<file path="src/rtl/adder_pkg.sv">
// Shared definitions for the nibble-serial adder: FSM encodings and slice width.
package adder_pkg;

    localparam int NIB_W = 4;

    typedef enum logic [1:0] {
        ST_IDLE = 2'd0,
        ST_RUN  = 2'd1,
        ST_DONE = 2'd2
    } state_t;

endpackage

</file>
<file path="src/rtl/adder_4bit.sv">
// 4-bit adder slice with carry in and carry out.
module adder_4bit (
    output logic [3:0] S,
    output logic       c_out,
    input  logic [3:0] A,
    input  logic [3:0] B,
    input  logic       c_in
);

    // Full 5-bit sum so that the carry out of bit 3 is kept.
    always_comb begin
        {c_out, S} = {1'b0, A} + {1'b0, B} + {4'b0000, c_in};
    end

endmodule

</file>
<file path="src/rtl/adder_16bit_serial.sv">
// Multi-cycle adder: one 4-bit slice is reused for every nibble, LSB nibble first.
// The operand and carry registers feed the slice, and each sum nibble is written into S.
//
// state   | meaning
// --------+------------------------------------------------------------
// ST_IDLE | in_ready high; waiting for an operand set
// ST_RUN  | one nibble per cycle through the slice; carry is registered
// ST_DONE | out_valid high; S/c_out/ovf held until out_ready
module adder_16bit_serial
    import adder_pkg::*;
#(
    parameter  int WIDTH = 16,
    localparam int NIB   = WIDTH / NIB_W
) (
    input  logic             clk,
    input  logic             rst,
    input  logic             in_valid,
    output logic             in_ready,
    input  logic [WIDTH-1:0] A,
    input  logic [WIDTH-1:0] B,
    input  logic             c_in,
    output logic             out_valid,
    input  logic             out_ready,
    output logic [WIDTH-1:0] S,
    output logic             c_out,
    output logic             ovf
);

    localparam int IDX_W = (NIB > 1) ? $clog2(NIB) : 1;

    state_t             state_q, state_d;
    logic [WIDTH-1:0]   a_reg, b_reg, s_reg;
    logic               carry_reg, ovf_reg;
    logic [IDX_W-1:0]   idx;
    logic               accept, step, last;
    logic [NIB_W-1:0]   nib_a, nib_b, nib_s;
    logic               nib_c;

    assign in_ready  = (state_q == ST_IDLE);
    assign out_valid = (state_q == ST_DONE);
    assign last      = (idx == IDX_W'(NIB - 1));
    assign S         = s_reg;
    assign c_out     = carry_reg;
    assign ovf       = ovf_reg;

    // Select the operand nibbles addressed by idx.
    always_comb begin
        nib_a = '0;
        nib_b = '0;
        for (int k = 0; k < NIB; k++) begin
            if (idx == IDX_W'(k)) begin
                nib_a = a_reg[k*NIB_W +: NIB_W];
                nib_b = b_reg[k*NIB_W +: NIB_W];
            end
        end
    end

    adder_4bit u_slice (
        .S     (nib_s),
        .c_out (nib_c),
        .A     (nib_a),
        .B     (nib_b),
        .c_in  (carry_reg)
    );

    // Next-state decode plus the accept/step strobes for the datapath.
    always_comb begin
        state_d = state_q;
        accept  = 1'b0;
        step    = 1'b0;
        case (state_q)
            ST_IDLE: begin
                if (in_valid) begin
                    accept  = 1'b1;
                    state_d = ST_RUN;
                end
            end
            ST_RUN: begin
                step = 1'b1;
                if (last) state_d = ST_DONE;
            end
            ST_DONE: begin
                if (out_ready) state_d = ST_IDLE;
            end
            default: state_d = ST_IDLE;
        endcase
    end

    // State register.
    always_ff @(posedge clk) begin
        if (rst) state_q <= ST_IDLE;
        else     state_q <= state_d;
    end

    // Operand, carry and index registers; ovf is captured with the final nibble.
    always_ff @(posedge clk) begin
        if (rst) begin
            a_reg     <= '0;
            b_reg     <= '0;
            carry_reg <= 1'b0;
            idx       <= '0;
            ovf_reg   <= 1'b0;
        end else if (accept) begin
            a_reg     <= A;
            b_reg     <= B;
            carry_reg <= c_in;
            idx       <= '0;
        end else if (step) begin
            carry_reg <= nib_c;
            idx       <= idx + 1'b1;
            if (last) begin
                ovf_reg <= (a_reg[WIDTH-1] == b_reg[WIDTH-1]) &&
                           (nib_s[NIB_W-1] != a_reg[WIDTH-1]);
            end
        end
    end

    // Write the slice sum into the nibble of S addressed by idx.
    always_ff @(posedge clk) begin
        if (rst) begin
            s_reg <= '0;
        end else if (step) begin
            for (int k = 0; k < NIB; k++) begin
                if (idx == IDX_W'(k)) s_reg[k*NIB_W +: NIB_W] <= nib_s;
            end
        end
    end

endmodule

</file>
<file path="config.mk">
export PLATFORM = sky130hd
export DESIGN_NAME = adder_16bit_serial
export DESIGN_NICKNAME = d
export VERILOG_FILES = /design/src/rtl/adder_pkg.sv /design/src/rtl/adder_4bit.sv /design/src/rtl/adder_16bit_serial.sv
export SDC_FILE = /design/constraint.sdc
export NUM_CORES = 1
export LEC_CHECK = 0
export BUFFER_PORTS_ARGS = -buffer_cell sky130_fd_sc_hd__clkbuf_2
export CAP_MARGIN = 10
export CORE_MARGIN = 1
export CORE_UTILIZATION = 53
export DETAILED_ROUTE_END_ITERATION = 12
export PLACE_DENSITY = 0.84
export SLEW_MARGIN = 20
export SYNTH_ARGS = -nofsm -noshare
export SYNTH_HDL_FRONTEND = slang
export SYNTH_SLANG_ARGS = --single-unit
</file>
<file path="constraint.sdc">
create_clock -name clk -period 3.8 [get_ports clk]
set_input_delay 0.38 -clock clk [delete_from_list [all_inputs] [get_ports clk]]
set_output_delay 0.38 -clock clk [all_outputs]
set_load 0.03 [all_outputs]
</file>
==> impl.org, run 1 <==
** Status
- The run finished with clean final reports.

** Critical path
- Critical path startpoint category :: flop
- Maximum single-stage delay on the critical path :: 0.49 ns
- Cell at the slowest stage of the critical path :: sky130_fd_sc_hd__or4_4
- Critical path buffers and inverters :: 1
- Broken down by cell family, the worst path's largest delay share belongs to compound AO/OA/AOI/OAI gates.
- By instance count, the cell type seen most on the critical path is sky130_fd_sc_hd__a21oi_1.
- Data required time of the worst path :: 4.03 ns
- Arrival time of the worst setup path :: 3.30 ns
- Walking the worst path, the cells encountered are inv_1, ha_1, nand3b_1, a21oi_1, a21oi_1, o21ai_0, ha_1, nand3_2, a21oi_1, or4_4, a311oi_2.
- Max FO, Critical Path :: 21
- Type of the worst setup path :: flop to flop
- Critical Path Sink Type :: flop

** Yosys
- Top cells by area, synth :: sky130_fd_sc_hd__dfxtp_1 (45%), sky130_fd_sc_hd__nand2_1 (15%), sky130_fd_sc_hd__a21oi_1 (13%)
- Multiplexer cells account for 0.413% of the synthesized area.
- Warning count from the yosys run :: 0
- By count the netlist is led by sky130_fd_sc_hd__nand2_1 (97), sky130_fd_sc_hd__a21oi_1 (65), sky130_fd_sc_hd__dfxtp_1 (54).
- Synthesized flop and latch total :: 54
- Simple logic cell fraction of the synthesized area :: 24.7%
- Area share of the leading cell type in the synthesized netlist :: 44.7%
- Synthesis produced a netlist with a net count of 361.
- Primary FF master, synth :: sky130_fd_sc_hd__dfxtp_1
- After synthesis, flip-flops and latches occupy 44.7% of the total area.
- The mapped netlist covers 2420 sq um.
- sky130_fd_sc_hd__dfxtp_1 takes more of the synthesized area than any other cell.
- Distinct cells, synth :: 30
- Count leader, synth :: sky130_fd_sc_hd__nand2_1
- Dividing the synthesized area by the synthesized cell count gives 7.69 sq um.
- The synthesized netlist devotes 0.362% of its cell area to XOR and XNOR gates.
- Dominant combinational cell family by area after synthesis :: simple AND/OR/NAND/NOR gates
- Count of flip-flops with a built-in enable after synthesis :: 0
- The synthesized netlist devotes 5.27% of its cell area to adder and majority cells.
- Instance count of the mapped netlist :: 315
- After synthesis, the share of flip-flops with an asynchronous set or reset is 0%.
- The synthesized netlist devotes 19.9% of its cell area to compound gates.

** Clocking
- Number of levels the H-tree was split into :: 2
- Clock-pin slew on the worst setup and hold paths :: 0.10 ns
- Gates resized, CTS repair :: 0
- Buffers added to address setup during post-CTS repair amount to 0.
- The clock net in this run drives a total of 54 sinks.
- Maximum buffer depth of the clock tree :: 2
- After clock tree synthesis, the flow added hold-fix buffers numbering 0.
- The clock reaches the later pin of the worst-skew pair after 0.32 ns.
- TritonCTS clock tree :: yes
- Counting the buffers created by CTS gives 5.
- CTS root buf :: sky130_fd_sc_hd__clkbuf_8

** Pwr
- The completed layout was analyzed and its total power is 1.12 mW.
- In this run the static leakage power is 1.09 nW.
- VDD sags by at most 218 uV.
- In this run the power density over the cells is 404 nW/um^2.

** Finish
- Once layout is complete, the cells apart from fillers number 407.
- Cells with a size suffix above 1 make up 20.3% of the layout.
- Ant diodes :: 0
- In the final design database the tool counted 400 nets.
- Area growth from synthesis to layout :: 14.4%
- After routing the design area is 2770 sq um.

** Floorplan
- Chip width :: 69.6 um
- Once the floorplan was initialized, standard cells occupied 55.2% of the core.
- Placement row count :: 24
- The die covers 4840 sq um.
- Area of the placeable core :: 4380 sq um
- 57 I/O pins were placed.
- From bottom edge to top edge, the die measures 69.6 um.

** STA
- Final worst clock skew :: 0.0112 ns
- Timing would allow up to 326 MHz.
- Setup violations remaining at the end of the flow were counted as 0.
- For the finished layout, the period the worst path requires is 3.07 ns.
- Hold Vio Cnt, Final :: 0
- At the pin with the least slew margin, the transition time is 0.992 ns.
- Final Cycle Share :: 80.7%
- Max-slew violation count :: 0
- Worst slew margin relative to its limit :: 33.9%
- Setup TNS after final layout :: 0 ns
- Setup repair after global routing missed its margin :: false

** GRT
- Largest net degree at the start of global routing :: 59
- Number of global-route vias before repair :: 2063
- For this run the aggregate overflow at the end of global routing stands at 0.
- Overall Global Routing Usage :: 22.4%
- The number of antenna violations at the first check in global routing was 0.
- Wire length of the first global-routing pass :: 8.77 mm

** Route
- Dividing the detail-routed wire length by the instance count gives 12.3 um.
- Total via count after detailed routing :: 2198
- In this run the remaining antenna-violating nets after routing total 0.
- Vias per cell :: 5.40
- Number of violations reported at the end of detailed-routing iteration 0 :: 70
- Wires add up to 5.03 mm.
- After detailed routing, the number of remaining DRC violations is 0.
- Detailed Routing Iterations Pass 1 :: 4

** Placement
- Count of input and output buffers :: 56
- At the end of routability-driven placement, the weighted congestion stood at 0.842.
- The HPWL after detailed placement is 3.53 mm.
- Instance area after placement :: 2670 sq um
- Number of cells in the design after placement :: 399

** Flow run
- Max-capacitance violation count :: 0

** Hold path
- In this run the worst hold path is classified as input pin to flop.
-- cells in the final DEF, fill, tap and decap left out, drive strengths merged, types with 2 or more instances in the layout --
| cell type | n |
|---|---|
| and2 | 2 |
| nor2 | 7 |
| dfxtp | 54 |
| o31ai | 4 |
| a211oi | 2 |
| nand3 | 7 |
| fa | 2 |
| clkbuf | 61 |
| nand3b | 12 |
| nand2 | 97 |
| ha | 7 |
| a21oi | 66 |
| o21ai | 11 |
| nor2b | 3 |
| inv | 5 |
| a311oi | 4 |
| nor3 | 2 |
-- layer usage --
metal  part of all wire, %  routed length (um)  global-route usage, %
met1                    47                2340                   27.3
met2                    46                2340                   38.1
met3                   5.4                 270                   5.96
met4                   1.6                  80                   7.48
met5                     0                   0                      0
-- power breakdown --
part           internal, mW  switching [mW]
clock network         0.150           0.194
registers             0.593          0.0180
logic                0.0623           0.101
-- kinds of logic after synthesis --
group,Yosys count
buffers and inverters,28
AOI/OAI and AO/OA,88
DFF,54
xor gates and xnor gates,1
muxes,1
and+or+nand+nor,134
adders and majority gates,9
-- worst paths after layout --
check	startpoint	to	slack, ns	cells past startpoint
max	idx[1]$_SDFFE_PP0P_	ovf$_SDFFE_PP0P_	0.73	11
max reg2reg	idx[1]$_SDFFE_PP0P_	ovf$_SDFFE_PP0P_	0.73	11
min	A[6]	a_reg[6]$_SDFFE_PP0P_	0.27	3
min reg2reg	S[9]$_SDFFE_PP0P_	S[9]$_SDFFE_PP0P_	0.46	2
-- through the flow --
stage | hold slack (ns) | setup WS (ns) | util, %
final | 0.268 | 0.734 | 63.2
after global routing | 0.267 | 0.488 | 63.2
after CTS | 0.270 | 0.735 | 63.1
after detailed placement | 0.449 | 0.783 | 60.8
after global placement | 0.442 | 0.888 | 60.8
after floorplan | 0.436 | 1.13 | -
-- area by class of cell --
class                           count  area (sq um)
Tap cell                           52          65.1
Fill cell                         403          1610
Clock inverter                      2          16.3
Timing Repair Buffer               56           280
Multi-Input combinational cell    233          1230
Clock buffer                        6          82.6
Sequential cell                    54          1080
Inverter                            4          15.0
-- worst min-delay path, cell delays in order --
cell                       delay [ns]
sky130_fd_sc_hd__clkbuf_2        0.08
sky130_fd_sc_hd__nand2_1         0.05
sky130_fd_sc_hd__a21oi_1         0.05
No activity file was read; power rests on OpenSTA's default activity.
==> inputs of run 2 (changes only) <==
--- a/config.mk
+++ b/config.mk
@@ -8,9 +8,9 @@
 export BUFFER_PORTS_ARGS = -buffer_cell sky130_fd_sc_hd__clkbuf_2
 export CAP_MARGIN = 10
 export CORE_MARGIN = 1
-export CORE_UTILIZATION = 53
+export CORE_UTILIZATION = 48
 export DETAILED_ROUTE_END_ITERATION = 12
-export PLACE_DENSITY = 0.84
+export PLACE_DENSITY = 0.8
 export SLEW_MARGIN = 20
 export SYNTH_ARGS = -nofsm -noshare
 export SYNTH_HDL_FRONTEND = slang
==> constraint.sdc (replaced) <==
create_clock -name clk -period 2.5 [get_ports clk]
set_input_delay 0.25 -clock clk [delete_from_list [all_inputs] [get_ports clk]]
set_output_delay 0.25 -clock clk [all_outputs]
set_load 0.03 [all_outputs]
==> impl.org, run 2 (synthesis results as in run 1) <==
** STA
- The transition time at the pin with the least slew margin came to 0.993 ns (was 0.992 ns).
- The max-slew violation total from the final report was 0 (unchanged).
- Worst slew margin relative to its limit :: 33.8% (was 33.9%)
- The worst hold slack is 0.147 ns (was 0.268 ns).
- The highest achievable clock rate is 399 MHz (was 326 MHz).
- The final critical-path share of the clock period came to 100% (was 80.7%).
- The number of hold violations in the final report came to 0 (unchanged).
- The minimum period implied by the final worst setup slack came to 2.51 ns (was 3.07 ns).
- Final setup margin :: -0.00735 ns (was 0.734 ns)
- Final worst clock skew :: 0.00732 ns (was 0.0112 ns)
- The number of setup violations in the final report was 1 (was 0).
- Setup repair after global routing missed its margin :: true (was false)

** Clocking
- CTS root buf :: sky130_fd_sc_hd__clkbuf_8 (unchanged)
- Number of CTS-inserted buffers :: 5 (unchanged)
- TritonCTS clock tree :: yes (unchanged)
- Clk sink count :: 54 (unchanged)
- Maximum buffer depth of the clock tree :: 2 (unchanged)
- The insertion delay to the later sink of the worst-skew pair was 0.31 ns (was 0.32 ns).
- Clock-pin slew on the worst setup and hold paths :: 0.10 ns (about the same)
- The number of H-tree levels was 2 (unchanged).

** Critical path
- Maximum single-stage delay on the critical path :: 0.48 ns (was 0.49 ns)
- Critical Path Sink Type :: flop (unchanged)
- The worst path buffer plus inverter count was 1 (unchanged).
- Ordered cell list for the critical path :: buf_4, ha_2, a21oi_1, a21oi_1, o21ai_1, ha_1, a21oi_2, a21oi_2, or4_4, a311oi_2 (was inv_1, ha_1, nand3b_1, a21oi_1, a21oi_1, o21ai_0, ha_1, nand3_2, a21oi_1, or4_4, a311oi_2)
- The required time of the worst setup path came to 2.73 ns (was 4.03 ns).
- Cell at the slowest stage of the critical path :: sky130_fd_sc_hd__or4_4 (unchanged)
- Arrival time of the worst setup path :: 2.74 ns (was 3.30 ns)
- The cell family contributing the most delay on the critical path was compound AO/OA/AOI/OAI gates (unchanged).
- The type of the worst setup path is flop to flop (unchanged).
- Critical path startpoint category :: flop (unchanged)
- The largest fanout of any net on the critical path came to 14 (was 21).
- Internal reg-to-reg setup slack :: -0.007 ns (was 0.73 ns)

** Route
- The detailed-routing iteration count for the pre-antenna-repair pass is 4 (unchanged).
- The final wirelength was 5.48 mm (was 5.03 mm).
- Vias per cell :: 5.11 (was 5.40)
- DRC viols :: 0 (unchanged)
- The violation count after the first detailed-routing iteration came to 115 (was 70).
- The total vias in the final route is 2271 (was 2198).
- The remaining number of nets flagged by the antenna check after routing was 0 (unchanged).
- WL/cell :: 12.3 um (about the same)

** Flow run
- The number of maximum-capacitance constraint violations came to 0 (unchanged).

** Finish
- The post-synthesis to final-layout area growth came to 25.3% (was 14.4%).
- Final core utilization :: 63.4% (was 63.2%)
- The fill cell instance count of the final layout was 435 (was 403).
- Ant diodes :: 0 (unchanged)
- Commonest cells after routing, fill and taps aside: sky130_fd_sc_hd__nand2_1 (97), sky130_fd_sc_hd__a21oi_1 (61), sky130_fd_sc_hd__clkbuf_2 (56) (was sky130_fd_sc_hd__nand2_1 (97), sky130_fd_sc_hd__a21oi_1 (65), sky130_fd_sc_hd__clkbuf_2 (55)).
- The commonest non-fill, non-tap cell in the layout is sky130_fd_sc_hd__nand2_1 (unchanged).
- Layout Nets :: 422 (was 400)
- Layout cell share with drive strength beyond 1 :: 28.6% (was 20.3%)

** Floorplan
- Initial core utilization :: 50.6% (was 55.2%)
- Chip width :: 73.0 um (was 69.6 um)
- Area enclosed by the die boundary :: 5330 sq um (was 4840 sq um)
- Area of the placeable core :: 4790 sq um (was 4380 sq um)
- The boundary pin count was 57 (unchanged).
- Placement row count :: 25 (was 24)
- The die outline height was 73.0 um (was 69.6 um).

** Placement
- The estimated wirelength of the detail-placed design was 3.92 mm (was 3.53 mm).
- The weighted congestion at the end of routability-driven global placement came to 0.829 (was 0.842).
- The count of buffers from port buffering is 56 (unchanged).

** GRT
- Wire length of the first global-routing pass :: 9.07 mm (was 8.77 mm)
- Overall Global Routing Usage :: 22.3% (was 22.4%)
- The number of antenna violations at the first check in global routing came to 0 (unchanged).
- The largest net degree at the start of global routing was 38 (was 59).
- Aggregate global routing overflow :: 0 (unchanged)
- The number of global-route vias before repair came to 2065 (was 2063).

** Status
- Result of the run: finished with violations (was completed).
- Violations in the final reports :: negative setup slack

** Pwr
- Total power per unit cell area :: 596 nW/um^2 (was 404 nW/um^2)
- The maximum vdd ir drop is 375 uV (was 218 uV).
- The leakage power was 1.22 nW (was 1.09 nW).

** Hold path
- Class of the most critical hold timing path :: input pin to flop (unchanged)
run 2: changes by cell type in the layout (fill, tap and decap cells not counted), sizes merged:
| cell | delta |
|---|---|
| inv | -1 |
| clkinvlp | -1 |
| bufinv | +1 |
| buf | +21 |
| clkinv | +2 |
run 2: stage by stage:
step                      instances  cell area, sq um  total power, mW  setup slack [ns]  TNS (ns)
after detailed placement        433              2840             1.22            -0.237     -1.53
after global routing            444              3030             1.90            -0.183    -0.696
after CTS                       444              3030             1.82           -0.0149   -0.0149
after floorplan                 315              2430             1.13           0.00262         0
final                           444              3030             1.81          -0.00735  -0.00735
after global placement          433              2840             1.22            -0.147    -0.733
run 2: report_power, final:
| group | internal (mW) | switching [mW] |
|---|---|---|
| Combinational | 0.130 | 0.167 |
| Clock | 0.295 | 0.288 |
| Sequential | 0.901 | 0.0288 |
run 2: what timing repair did:
action,in CTS,in global routing
gates cloned,0,0
hold buffers,0,0
setup buffers,3,0
pin swaps,9,2
endpoints found under the setup margin,14,14
resized for setup,19,3
run 2: worst paths after layout:
path	startpoint	end	depth (start not counted)
worst max register to register	idx[1]$_SDFFE_PP0P_	ovf$_SDFFE_PP0P_	10
worst max-delay path	idx[1]$_SDFFE_PP0P_	ovf$_SDFFE_PP0P_	10
worst min register to register	S[8]$_SDFFE_PP0P_	S[8]$_SDFFE_PP0P_	2
worst min-delay path	A[7]	a_reg[7]$_SDFFE_PP0P_	3
run 2: routing by layer:
metal  vias to the layer above  GRT usage, %  share of wire, %
li1                       1179             -                 -
met5                         -             0                 0
met3                         7          5.52               4.3
met4                         0          10.0               1.4
met1                      1025          27.3                45
met2                        60          36.9                49
run 2: final cells by class:
type	instances	area, sq um	area share (%)
Inverter	4	15.0	0.495
Clock buffer	5	68.8	2.27
Multi-Input combinational cell	233	1290	42.4
Sequential cell	54	1090	35.8
Clock inverter	3	40.0	1.32
Tap cell	67	83.8	2.76
Timing Repair Buffer	78	453	14.9
run 2: tightest hold or removal path, cell delays in order:
cell                       delay, ns
sky130_fd_sc_hd__clkbuf_2       0.08
sky130_fd_sc_hd__nand2_1        0.04
sky130_fd_sc_hd__a21oi_1        0.05
==> inputs of run 3 (changes only) <==
--- a/config.mk
+++ b/config.mk
@@ -11,6 +11,8 @@
 export CORE_UTILIZATION = 48
 export DETAILED_ROUTE_END_ITERATION = 12
 export PLACE_DENSITY = 0.8
+export SETUP_SLACK_MARGIN = 0.3
+export SKIP_LAST_GASP = 1
 export SLEW_MARGIN = 20
 export SYNTH_ARGS = -nofsm -noshare
 export SYNTH_HDL_FRONTEND = slang
==> impl.org, run 3 (synthesis results as in run 1) <==
** Status
- Result of the run: completed (was finished with violations).

** STA
- The worst-case headroom to the max-slew limit came to 49.2% (was 33.8%).
- Final hold slack :: 0.148 ns (was 0.147 ns)
- The final worst slack is 0.0225 ns (was -0.00735 ns).
- Setup repair after global routing missed its margin :: true (unchanged)
- Hold Vio Cnt, Final :: 0 (unchanged)
- Max-slew violation count :: 0 (unchanged)
- The final critical-path share of the clock period came to 99.1% (was 100%).
- Peak clock frequency supported by timing :: 404 MHz (was 399 MHz)
- Final critical delay including setup and external delays :: 2.48 ns (was 2.51 ns)
- The transition time at the pin with the least slew margin came to 0.761 ns (was 0.993 ns).
- Final worst clock skew :: 0.00841 ns (was 0.00732 ns)
- Final setup violation count :: 0 (was 1)

** Pwr
- The switching power summed over all nets is 478 uW (was 483 uW).
- Static Leakage :: 1.20 nW (was 1.22 nW)
- The overall power after layout was 1.74 mW (was 1.81 mW).
- The part of the power in the clock network was 28.5% (was 32.2%).
- VDD IR max :: 317 uV (was 375 uV)
- Proportion of power drawn by flip-flops and latches :: 53.6% (was 51.4%)
- The internal power of the cells is 1.26 mW (was 1.33 mW).
- The switching fraction of total power is 27.5% (was 26.7%).
- The power share of the combinational group was 17.9% (was 16.4%).
- The power per cell area was 571 nW/um^2 (was 596 nW/um^2).

** Floorplan
- Initial core utilization :: 50.6% (unchanged)
- The number of placement rows was 25 (unchanged).
- Chip height :: 73.0 um (unchanged)
- The die area was 5330 sq um (unchanged).
- Chip width :: 73.0 um (unchanged)
- Area of the placeable core :: 4790 sq um (unchanged)
- Count of pins on the block boundary :: 57 (unchanged)

** Critical path
- Max FO, Critical Path :: 10 (was 14)
- Number of cells on the worst reg-to-reg path :: 12 (was 10)
- Critical Path Sink Type :: flop (unchanged)
- The type of the worst setup path was flop to flop (unchanged).
- Data required time of the worst path :: 2.71 ns (was 2.73 ns)
- The signal arrival time at the worst endpoint is 2.69 ns (was 2.74 ns).
- The critical path startpoint category is a flop (unchanged).

** Route
- Detailed Routing Iterations Pass 1 :: 4 (unchanged)
- Total via count after detailed routing :: 2292 (was 2271)
- Vias per cell :: 5.22 (was 5.11)
- The final wirelength is 5.71 mm (was 5.48 mm).
- The detailed-route DRC error count is 0 (unchanged).
- Number of violations reported at the end of detailed-routing iteration 0 :: 109 (was 115)
- Number of nets with antenna violations after detailed routing :: 0 (unchanged)
- The mean routed wirelength per cell came to 13.0 um (was 12.3 um).

** Clocking
- The number of buffers inserted during clock tree synthesis was 5 (unchanged).
- The insertion delay to the later sink of the worst-skew pair was 0.31 ns (about the same).
- The number of hold buffers added after cts came to 0 (unchanged).
- The maximum clock path buffer count was 2 (unchanged).
- Clk sink count :: 54 (unchanged)
- The CTS clock-pin slew for the worst setup and hold paths was 0.09 ns (was 0.10 ns).
- TritonCTS clock tree :: yes (unchanged)
- CTS root buf :: sky130_fd_sc_hd__clkbuf_8 (unchanged)
- Number of levels the H-tree was split into :: 2 (unchanged)

** GRT
- Number of global-route vias before repair :: 2061 (was 2065)
- The total routing usage reported by global routing was 22.9% (was 22.3%).
- The wire length of the first global-routing pass was 9.32 mm (was 9.07 mm).
- The total global routing overflow came to 0 (unchanged).
- Largest net degree at the start of global routing :: 40 (was 38)
- Initial antenna violation count :: 0 (unchanged)

** Placement
- The total placed cells including tap cells was 425 (was 433).
- Gpl congestion :: 0.845 (was 0.829)
- Count of input and output buffers :: 56 (unchanged)
- The minimum setup slack after placement is -0.0724 ns (was -0.237 ns).
- Post-DP HPWL :: 3.93 mm (was 3.92 mm)

** Flow run
- The number of maximum-capacitance constraint violations is 0 (unchanged).

** Finish
- Layout cell share with drive strength beyond 1 :: 29.3% (was 28.6%)
- Commonest cells after routing, fill and taps aside :: sky130_fd_sc_hd__nand2_1 (97), sky130_fd_sc_hd__a21oi_1 (56), sky130_fd_sc_hd__clkbuf_2 (56) (was sky130_fd_sc_hd__nand2_1 (97), sky130_fd_sc_hd__a21oi_1 (61), sky130_fd_sc_hd__clkbuf_2 (56))
- Commonest non-fill, non-tap cell in the layout :: sky130_fd_sc_hd__nand2_1 (unchanged)
- The fill cell instance count of the final layout came to 442 (was 435).
- Flip-flop and latch area :: 1090 sq um (unchanged)
- Final cell count without fillers :: 439 (was 444)
- Ant diodes :: 0 (unchanged)
- The post-synthesis to final-layout area growth came to 25.5% (was 25.3%).
- The net count reported at finish is 417 (was 422).
- Area taken by multi-input logic gates :: 1330 sq um (was 1290 sq um)

** Hold path
- The class of the worst hold path was input pin to flop (unchanged).
- Number of instances on the worst hold path :: 3 (unchanged)
[run 3: cell count changes in the layout (fill, tap and decap cells not counted), moves of 3 or more]
| cell | previous run | this run |
|---|---|---|
| sky130_fd_sc_hd__buf_4 | 20 | 14 |
| sky130_fd_sc_hd__a21oi_1 | 61 | 56 |
| sky130_fd_sc_hd__a21oi_2 | 5 | 10 |
| sky130_fd_sc_hd__o21ai_0 | 5 | 2 |
| sky130_fd_sc_hd__o21ai_1 | 5 | 8 |
[run 3: final timing paths]
path                                           from                endpoint  slack (ns)
worst max register to register  idx[1]$_SDFFE_PP0P_        ovf$_SDFFE_PP0P_        0.02
worst max-delay path            idx[1]$_SDFFE_PP0P_        ovf$_SDFFE_PP0P_        0.02
worst min-delay path                          B[10]  b_reg[10]$_SDFFE_PP0P_        0.15
worst min register to register    S[0]$_SDFFE_PP0P_       S[0]$_SDFFE_PP0P_        0.46
[run 3: through the flow]
stage | utilization (%) | TNS (ns) | area (sq um)
after floorplan | - | 0 | 2470
after global placement | 58.7 | 0 | 2810
after detailed placement | 58.7 | -0.351 | 2810
after CTS | 62.7 | -0.0150 | 3000
after global routing | 63.5 | -0.223 | 3040
final | 63.5 | 0 | 3040
[run 3: layout make-up]
class	count	area share (%)
clock buffer	7	2.84
clock inverter	1	0.165
inverter	4	0.576
multi-input combinational	233	43.8
sequential	54	35.7
tap	67	2.76
timing repair buffer	73	14.1
[run 3: routing by layer]
layer  share of wire (%)  global-route usage [%]  up-vias  wire [um]
met1                  46                    29.6     1045       2640
met3                 3.7                    4.28       11        214
met5                   0                       0        -          0
met2                  48                    37.2       59       2740
met4                 2.1                    9.59        0        119
li1                    -                       -     1177          -
[run 3: critical path, stage by stage (launching register included)]
cell	delay (ns)
sky130_fd_sc_hd__dfxtp_2	0.35
sky130_fd_sc_hd__inv_2	0.06
sky130_fd_sc_hd__ha_4	0.18
sky130_fd_sc_hd__buf_6	0.14
sky130_fd_sc_hd__nand3b_1	0.15
sky130_fd_sc_hd__a21oi_1	0.15
sky130_fd_sc_hd__a21oi_1	0.05
sky130_fd_sc_hd__o21ai_1	0.17
sky130_fd_sc_hd__ha_1	0.27
sky130_fd_sc_hd__nand3_2	0.10
sky130_fd_sc_hd__a21oi_2	0.07
sky130_fd_sc_hd__or4_4	0.48
sky130_fd_sc_hd__a311oi_2	0.21
[run 3: power groups by stage]
| stage | sequential [mW] | combinational (mW) | clock (mW) |
|---|---|---|---|
| after floorplan | 0.956 | 0.176 | 0 |
| after global placement | 0.947 | 0.267 | 0 |
| after detailed placement | 0.949 | 0.275 | 0 |
| after CTS | 0.929 | 0.300 | 0.509 |
| after global routing | 0.935 | 0.341 | 0.538 |
| final | 0.930 | 0.310 | 0.495 |
[run 3: repair_timing]
item,CTS,global route
hold endpoints to repair,0,0
cloned,0,0
buffers inserted,6,0
endpoints found under the setup margin,14,15
resized for setup,21,8
pin swaps,7,7
